`src/rtl/pq_cmd_issuer.sv`:
```
// Priority-queue command issuer: buffers ENQ/DEQ/REP commands and
// turns each one into a single enq/deq pulse for the PQ.
module pq_cmd_issuer #(
  parameter int KW    = 16,
  parameter int DEPTH = 4,
  parameter int ERRW  = 8
) (
  input  logic            clk,
  input  logic            rst_n,
  input  logic            cmd_valid,
  input  logic [1:0]      cmd_op,
  input  logic [KW-1:0]   cmd_kv,
  output logic            cmd_ready,
  output logic            pq_enq,
  output logic            pq_deq,
  output logic [KW-1:0]   pq_kvi,
  input  logic            pq_busy,
  input  logic            pq_full,
  input  logic            pq_empty,
  input  logic [KW-1:0]   pq_kvo,
  output logic            res_valid,
  output logic [KW-1:0]   res_kv,
  output logic [ERRW-1:0] err_full,
  output logic [ERRW-1:0] err_empty,
  output logic            idle
);

  localparam int AW = $clog2(DEPTH);
  localparam int CW = AW + 1;

  localparam logic [1:0] OP_ENQ = 2'b01;
  localparam logic [1:0] OP_DEQ = 2'b10;
  localparam logic [1:0] OP_REP = 2'b11;

  typedef enum logic [1:0] {
    IDLE,
    ISSUE,
    WAIT
  } state_t;

  logic [KW+1:0]  mem [DEPTH];
  logic [AW-1:0]  wr_ptr;
  logic [AW-1:0]  rd_ptr;
  logic [CW-1:0]  count;

  state_t         state;
  state_t         state_nx;
  logic [1:0]     op_q;
  logic [KW-1:0]  kv_q;

  logic           push;
  logic           pop;
  logic           do_enq;
  logic           do_deq;
  logic           inc_full;
  logic           inc_empty;

  assign cmd_ready = (count != CW'(DEPTH));
  assign push      = cmd_valid & cmd_ready & (cmd_op != 2'b00);
  assign pop       = (state == IDLE) & (count != '0) & ~pq_busy;

  assign pq_enq = do_enq;
  assign pq_deq = do_deq;
  assign pq_kvi = kv_q;
  assign idle   = (count == '0) && (state == IDLE);

  // Storage needs no reset: the count alone says what is valid.
  always_ff @(posedge clk) begin
    if (push) mem[wr_ptr] <= {cmd_op, cmd_kv};
  end

  always_ff @(posedge clk or negedge rst_n) begin
    if (!rst_n) begin
      wr_ptr <= '0;
      rd_ptr <= '0;
      count  <= '0;
    end else begin
      if (push) wr_ptr <= wr_ptr + AW'(1);
      if (pop)  rd_ptr <= rd_ptr + AW'(1);
      unique case ({push, pop})
        2'b10:   count <= count + CW'(1);
        2'b01:   count <= count - CW'(1);
        default: count <= count;
      endcase
    end
  end

  always_comb begin
    state_nx  = state;
    do_enq    = 1'b0;
    do_deq    = 1'b0;
    inc_full  = 1'b0;
    inc_empty = 1'b0;
    unique case (state)
      IDLE: begin
        if (pop) state_nx = ISSUE;
      end
      ISSUE: begin
        state_nx = WAIT;
        unique case (op_q)
          OP_ENQ: begin
            if (pq_full) inc_full = 1'b1;
            else         do_enq   = 1'b1;
          end
          OP_DEQ: begin
            if (pq_empty) inc_empty = 1'b1;
            else          do_deq    = 1'b1;
          end
          OP_REP: begin
            // Replace leaves occupancy unchanged, so full only
            // matters once it degrades to a plain enqueue.
            if (!pq_empty) begin
              do_enq = 1'b1;
              do_deq = 1'b1;
            end else if (pq_full) begin
              inc_full = 1'b1;
            end else begin
              do_enq = 1'b1;
            end
          end
          default: ;
        endcase
      end
      WAIT: begin
        if (!pq_busy) state_nx = IDLE;
      end
      default: state_nx = IDLE;
    endcase
  end

  always_ff @(posedge clk or negedge rst_n) begin
    if (!rst_n) begin
      state     <= IDLE;
      op_q      <= '0;
      kv_q      <= '0;
      res_valid <= 1'b0;
      res_kv    <= '0;
      err_full  <= '0;
      err_empty <= '0;
    end else begin
      state     <= state_nx;
      res_valid <= do_deq;
      if (pop) begin
        {op_q, kv_q} <= mem[rd_ptr];
      end
      if (do_deq) res_kv <= pq_kvo;
      if (inc_full && (err_full != '1)) begin
        err_full <= err_full + ERRW'(1);
      end
      if (inc_empty && (err_empty != '1)) begin
        err_empty <= err_empty + ERRW'(1);
      end
    end
  end

endmodule
```
`config.mk`:
```
export PLATFORM = sky130hd
export DESIGN_NAME = pq_cmd_issuer
export DESIGN_NICKNAME = d
export VERILOG_FILES = /design/src/rtl/pq_cmd_issuer.sv
export SDC_FILE = /design/constraint.sdc
export NUM_CORES = 1
export LEC_CHECK = 0
export ABC_AREA = 1
export CAP_MARGIN = 20
export CORE_UTILIZATION = 49
export DETAILED_ROUTE_END_ITERATION = 10
export GPL_TIMING_DRIVEN = 0
export HOLD_SLACK_MARGIN = 0.03
export PLACE_DENSITY = 0.74
export SETUP_SLACK_MARGIN = 0.1
export SKIP_CTS_REPAIR_TIMING = 1
export SKIP_LAST_GASP = 1
export SYNTH_ARGS = -nofsm -noshare
export SYNTH_HDL_FRONTEND = slang
export SYNTH_SLANG_ARGS = --single-unit
```
`constraint.sdc`:
```
create_clock -name clk -period 3 [get_ports clk]
set_clock_uncertainty 0.1 [all_clocks]
set_input_delay 0.6 -clock clk [delete_from_list [all_inputs] [get_ports clk]]
set_output_delay 0.6 -clock clk [all_outputs]
set_load 0.02 [all_outputs]
```
==> impl_summary.txt, run 1 <==
----------------------------------------------------
[Clock network]
  Worst-skew pair later-pin latency ... 0.42 ns
  H-Tree Level Count ... 4
  Buffer levels on the longest clock path ... 2
  Clock root cell ... clkbuf_16
  Clock-pin slew on the worst setup and hold paths ... 0.06 ns
  Cts bufs inserted ... 17
  Sinks on the clock net ... 132
  CTS tree ... done

[Setup path]
  Element type at the critical path end ... output pin
  Sum of buffers and inverters on the critical path ... 6
  Classification of the worst setup path ... primary input to output pin
  Worst Setup EP ... pq_deq
  R2R Path Start ... state[0]
  Data required time of the worst path ... 2.30 ns
  Library cell contributing the largest single delay on the critical path ... clkdlybuf4s50_1
  Peak per-stage delay on the critical path ... 0.45 ns
  Largest fanout on the critical path ... 11
  Worst setup SP type ... primary input
  Logic depth of the worst path, buffers included ... 8
  CP most frequent cell ... inv_1
  Critical path origin ... pq_empty
  Endpoint of the lowest-slack register-to-register path ... count[2]
  Setup slack on the worst flop-to-flop path ... 0.68 ns
  Length in cells of the worst reg-to-reg path ... 10
  CP Cell Sequence ... clkdlybuf4s50_1 -> inv_1 -> nand2_1 -> inv_1 -> nand3_2 -> inv_2 -> buf_6 -> dlymetal6s2s_1
  Data arrival time at the worst-slack endpoint ... 2.03 ns
  Cell family contributing the most delay on the critical path ... buffers and inverters

[Detailed routing]
  Number of search-and-repair iterations in the first detailed-routing pass ... 5
  DRC ... 0
  Wire length reported by the detailed router ... 12700 um
  Post-route antenna net violation count ... 0
  Number of DRC violations after detailed-routing iteration 0 ... 324
  Via count ... 4146
  Routed length per placed instance ... 15.7 um
  Via-to-Cell Ratio ... 5.14

[Timing]
  Highest attainable clock frequency ... 366 MHz
  Max Transition Viols Final ... 0
  Setup ws final ... 0.266 ns
  Measured slew at the worst slew-check pin ... 0.794 ns
  Final number of setup-violating endpoints ... 0
  Share of the clock period used by the worst path ... 0.911
  RSZ-0062 raised after global routing ... no
  Final hold violation count ... 0
  Post-route minimum period ... 2.73 ns
  Max transition margin ... 0.471
  Accumulated negative setup slack ... 0 ns

[Synth]
  Average cell area after synthesis ... 10.3 um2
  Warning count from the yosys run ... 0
  Largest cells by area after synthesis ... edfxtp_1, dfrtp_1, nand2_1, inv_1, a21oi_1
  Synth Instances ... 539
  Async set-reset flop share out of synthesis ... 0.455
  FF+latch count, synth ... 132
  EDFF count, synth ... 72
  Most used flip-flop cell after synthesis ... edfxtp_1
  Distinct cells, synth ... 27
  Sequential-to-total area share from yosys stat ... 0.659
  Synthesized Nets ... 587
  Synth top area share ... 0.389
  Post-synthesis instance area ... 0.00556 mm2
  Most common library cells after synthesis ... nand2_1, edfxtp_1, inv_1, dfrtp_1, a21oi_1
  Most numerous cell in the Yosys netlist ... nand2_1
  Most area-hungry cell type in the Yosys netlist ... edfxtp_1

[Power and ir drop]
  Sw power ... 2.48 mW
  Share of power burned in combinational logic ... 0.338
  Power share of the sequential group ... 0.366
  Power density over the cells ... 981 mW/mm2
  Maximum vdd drop ... 0.656 mV
  Int Pwr ... 4.74 mW
  Overall power of the completed layout ... 7.22 mW
  Clk pwr share ... 0.297
  Switching share of total power ... 0.343
  Leakage power figure ... 3.19 nW

[Global route]
  Number of global-route vias before repair ... 4035
  Wire length of the first global-routing pass ... 20000 um
  Number of antenna violations at the first check in global routing ... 0
  Largest net degree at the start of global routing ... 61
  GRT Residual Overflow ... 0
  Total Routing Usage GR ... 0.230

[Cells and area]
  Post-layout net count ... 702
  FILL cells ... 813
  Final Core Density ... 0.673
  Fraction of layout instances using a drive strength above 1 ... 0.103
  Antenna fix cells ... 0
  Final design area excluding fillers ... 0.00736 mm2
  Area overhead of the layout relative to synthesis ... 32.3%

[Hold path]
  Worst hold-check path type ... primary input to asynchronous set/reset pin

[Placed design]
  Routability cong. ... 0.786
  Placed wire-length estimate after detailed placement ... 8110 um
  Port Buffers ... 92
  Dpl ws ... -0.0900 ns
  Post-place instance area ... 0.00674 mm2

[Flow run]
  Maximum Capacitance Violations ... 0

[Floorplan]
  Die Height ... 109 um
  Width of the die ... 109 um
  Standard cell core area ... 0.0109 mm2
  Num rows ... 38
  Count of boundary I/O pins ... 93
  Initial cell density of the core ... 0.509
  Die area ... 0.0118 mm2

[Status]
  Result of the run ... finished clean

----------------------------------------------------
[cells by family (layout without fill, tap and decap cells)]
kind of cell / after synthesis / count (layout) / share of synthesized area
buffers and inverters: 82 / 210 / 0.0625
flip-flops: 132 / 132 / 0.659
AO/OA/AOI/OAI: 81 / 81 / 0.0729
adder cells (fa/ha/maj): 8 / 8 / 0.0193
AND/OR/NAND/NOR: 226 / 226 / 0.171
XOR/XNOR: 10 / 10 / 0.0157
[how the worst min path moves through the flow]
stage / from / end / cells after the start
6_report: rst_n / err_empty[3] / 1
5_1_grt: rst_n / err_empty[3] / 1
4_1_cts: rst_n / err_empty[3] / 1
3_5_place_dp: res_kv[7] / res_kv[7] / 2
3_3_place_gp: res_kv[4] / res_kv[4] / 2
2_1_floorplan: rst_n / count[0] / 0
[worst register-to-register path, stage by stage, from the launching register on]
cell and delay [ns]:
dfrtp_1 0.45, nor2_2 0.15, nand2_1 0.11, nor2_4 0.16, buf_6 0.17, ha_1 0.15
inv_1 0.06, fa_1 0.37, or2_2 0.30, nand2_1 0.08, xor2_1 0.14
[flip-flops by register name, summed over array words and instances, names as in the netlist]
signal and flops:
pq_kvi 16, count 3, res_valid 1, op_q 2, mem 72, res_kv 16, wr_ptr 2, err_empty 8
rd_ptr 2, state 2, err_full 8
[power groups by stage]
stage	Sequential (mW)	Combinational [mW]	Clock, mW
detailed placement	2.66	2.42	0
CTS	2.64	2.46	2.16
floorplan	2.92	1.11	0
global route	2.69	2.68	2.24
global placement	2.65	2.29	0
finish	2.64	2.44	2.14
[stage by stage]
| stage | instances | hold slack [ns] |
|---|---|---|
| global route | 807 | 0.249 |
| CTS | 807 | 0.212 |
| global placement | 771 | 0.363 |
| detailed placement | 775 | 0.364 |
| floorplan | 539 | 0.204 |
| finish | 807 | 0.187 |
[routing by layer]
| metal | wire [um] | GRT usage | vias up |
|---|---|---|---|
| li1 | - | - | 1986 |
| met1 | 5450 | 0.303 | 1956 |
| met2 | 6130 | 0.377 | 179 |
| met3 | 823 | 0.0428 | 25 |
| met4 | 248 | 0.0927 | 0 |
| met5 | 0 | 0 | - |
[layout make-up]
class                           count  area (um2)  share of cell area
Tap cell                          140         175              0.0238
Clock inverter                     14         186              0.0253
Sequential cell                   132        3660               0.498
Clock buffer                       18         429              0.0583
Buffer                             16        95.1              0.0129
Inverter                           66         253              0.0344
Multi-Input combinational cell    325        1560               0.212
Timing Repair Buffer               96         993               0.135
[cell usage in the layout (no fill, tap or decap), types with 4 or more instances in the layout]
master and count:
a21oi_1 39, buf_2 10, bufinv_16 4, clkbuf_16 17
clkdlybuf4s50_1 90, dfrtp_1 60, edfxtp_1 72, ha_1 7
inv_1 61, nand2_1 163, nand3_1 29, nand3_2 4
nor2_1 15, nor2_2 6, o21ai_0 36, o21ai_1 6
xnor2_1 4, xor2_1 6
Power figures use the tool's default switching activity.
==> run 2: changes to the inputs <==
Settings changed: DONT_BUFFER_PORTS from default to 1, PLACE_DENSITY 0.74 to default, SLEW_MARGIN from default to 20.
==> impl_summary.txt, run 2 (synthesis gave the netlist of run 1 again) <==
----------------------------------------------------
[Status]
  Result of the run ... finished clean (unchanged)

[Cells and area]
  Post-layout net count ... 612 (was 702)
  Leading cell type in the layout, fill and taps excluded ... nand2_1 (unchanged)
  Biggest register ... mem (unchanged)
  Antenna fix cells ... 0 (unchanged)
  Area overhead of the layout relative to synthesis ... 15.8% (was 32.3%)
  FILL cells ... 933 (was 813)
  Fraction of layout instances using a drive strength above 1 ... 0.116 (was 0.103)
  Most frequent cells in the layout ... nand2_1, edfxtp_1, inv_1, dfrtp_1, a21oi_1 (was nand2_1, clkdlybuf4s50_1, edfxtp_1, inv_1, dfrtp_1)
  Final design area excluding fillers ... 0.00644 mm2 (was 0.00736 mm2)
  Number of flip-flops in the largest register ... 72 (unchanged)

[Timing]
  RSZ-0062 raised after global routing ... no (unchanged)
  Worst hold-check slack ... 0.180 ns (was 0.187 ns)
  Final hold violation count ... 0 (unchanged)
  Highest attainable clock frequency ... 422 MHz (was 366 MHz)
  Final number of setup-violating endpoints ... 0 (unchanged)
  Post-route minimum period ... 2.37 ns (was 2.73 ns)
  Max transition margin ... 0.498 (was 0.471)
  Max Transition Viols Final ... 0 (unchanged)
  Accumulated negative setup slack ... 0 ns (unchanged)
  Share of the clock period used by the worst path ... 0.791 (was 0.911)
  Measured slew at the worst slew-check pin ... 0.748 ns (was 0.794 ns)

[Floorplan]
  Num rows ... 38 (unchanged)
  Die Height ... 109 um (unchanged)
  Count of boundary I/O pins ... 93 (unchanged)
  Width of the die ... 109 um (unchanged)
  Initial cell density of the core ... 0.509 (unchanged)
  Die area ... 0.0118 mm2 (unchanged)
  Standard cell core area ... 0.0109 mm2 (unchanged)

[Flow run]
  Maximum Capacitance Violations ... 0 (unchanged)

[Setup path]
  Element type at the critical path end ... flop (was output pin)
  Data arrival time at the worst-slack endpoint ... 2.61 ns (was 2.03 ns)
  Largest fanout on the critical path ... 8 (was 11)
  Classification of the worst setup path ... flop to flop (was primary input to output pin)
  Length in cells of the worst reg-to-reg path ... 9 (was 10)
  Data required time of the worst path ... 3.24 ns (was 2.30 ns)
  Worst setup SP type ... flop (was primary input)

[Detailed routing]
  Wire length reported by the detailed router ... 11500 um (was 12700 um)
  Routed length per placed instance ... 16.0 um (was 15.7 um)
  Via-to-Cell Ratio ... 5.09 (was 5.14)
  Post-route antenna net violation count ... 0 (unchanged)
  Via count ... 3652 (was 4146)
  DRC ... 0 (unchanged)
  Number of search-and-repair iterations in the first detailed-routing pass ... 4 (was 5)
  Number of DRC violations after detailed-routing iteration 0 ... 308 (was 324)

[Global route]
  Number of antenna violations at the first check in global routing ... 0 (unchanged)
  Largest net degree at the start of global routing ... 61 (unchanged)
  Total Routing Usage GR ... 0.214 (was 0.230)
  Number of global-route vias before repair ... 3637 (was 4035)
  GRT Residual Overflow ... 0 (unchanged)
  Wire length of the first global-routing pass ... 18200 um (was 20000 um)

[Placed design]
  Port Buffers ... 0 (was 92)
  Post-place instance area ... 0.00580 mm2 (was 0.00674 mm2)
  Placed wire-length estimate after detailed placement ... 7580 um (was 8110 um)
  Routability cong. ... 0.804 (was 0.786)

[Clock network]
  Cts bufs inserted ... 17 (unchanged)
  Clock-pin slew on the worst setup and hold paths ... 0.06 ns (about the same)
  H-Tree Level Count ... 4 (unchanged)
  Clock root cell ... clkbuf_16 (unchanged)
  CTS tree ... done (unchanged)
  Buffer levels on the longest clock path ... 2 (unchanged)
  Worst-skew pair later-pin latency ... 0.41 ns (was 0.42 ns)
  Sinks on the clock net ... 132 (unchanged)

[Power and ir drop]
  Overall power of the completed layout ... 6.63 mW (was 7.22 mW)
  Maximum vdd drop ... 0.645 mV (was 0.656 mV)
  Leakage power figure ... 2.84 nW (was 3.19 nW)
  Power density over the cells ... 1030 mW/mm2 (was 981 mW/mm2)

[Hold path]
  Hold-critical path depth ... 0
  Worst hold-check path type ... primary input to flop (was primary input to asynchronous set/reset pin)

----------------------------------------------------
run 2: cell types whose count changed in the layout (fill, tap and decap cells not counted), sizes merged:
cell	before	now
clkdlybuf4s50	90	0
clkbuf	20	23
clkinv	7	5
clkinvlp	3	2
dlygate4sd3	0	1
dlymetal6s2s	1	0
run 2: final timing paths:
path	to	start	slack [ns]
setup / recovery	count[2]	count[1]	0.63
hold / removal	mem[0][7]	cmd_kv[7]	0.18
setup reg to reg	count[2]	count[1]	0.63
hold reg to reg	count[1]	count[1]	0.40
max in group asynchronous	pq_kvi[6]	rst_n	1.91
min in group asynchronous	err_empty[5]	rst_n	0.61
run 2: layout make-up:
type / instances / area (um2) / share of cell area
buffer: 16 / 95.1 / 0.0148
clock buffer: 21 / 450 / 0.0699
clock inverter: 11 / 158 / 0.0245
inverter: 66 / 253 / 0.0392
multi-input combinational: 325 / 1560 / 0.242
sequential: 132 / 3660 / 0.569
tap: 140 / 175 / 0.0272
timing repair buffer: 6 / 86.3 / 0.0134
run 2: per-stage QoR:
stage               std cells  worst slack, ns  utilization
floorplan                 539            0.731            -
global placement          679           0.0470        0.525
detailed placement        683            0.601        0.530
CTS                       715            0.588        0.586
global route              717            0.470        0.589
finish                    717            0.628        0.589
run 2: routing by layer:
layer | track usage | vias up | part of all wire | wire (um)
met3 | 0.0615 | 22 | 0.066 | 754
met1 | 0.255 | 1704 | 0.43 | 4960
met5 | 0 | - | 0 | 0
met2 | 0.348 | 110 | 0.48 | 5470
li1 | - | 1816 | - | -
met4 | 0.115 | 0 | 0.026 | 301
run 2: power by group:
part | switching [mW] | total [mW] | internal, mW | leakage [nW]
Clock | 0.728 | 2.13 | 1.40 | 0.292
Sequential | 0.566 | 2.96 | 2.39 | 1.42
Combinational | 1.03 | 1.55 | 0.516 | 1.13
Total | 2.33 | 6.63 | 4.31 | 2.84
run 2: critical path: stages (launching register included):
cell and delay, ns:
dfrtp_1 0.38, inv_1 0.12, nand3_1 0.28, nand3_2 0.29
ha_1 0.17, inv_1 0.06, fa_1 0.37, or2_2 0.30
nand2_1 0.08, xor2_1 0.14
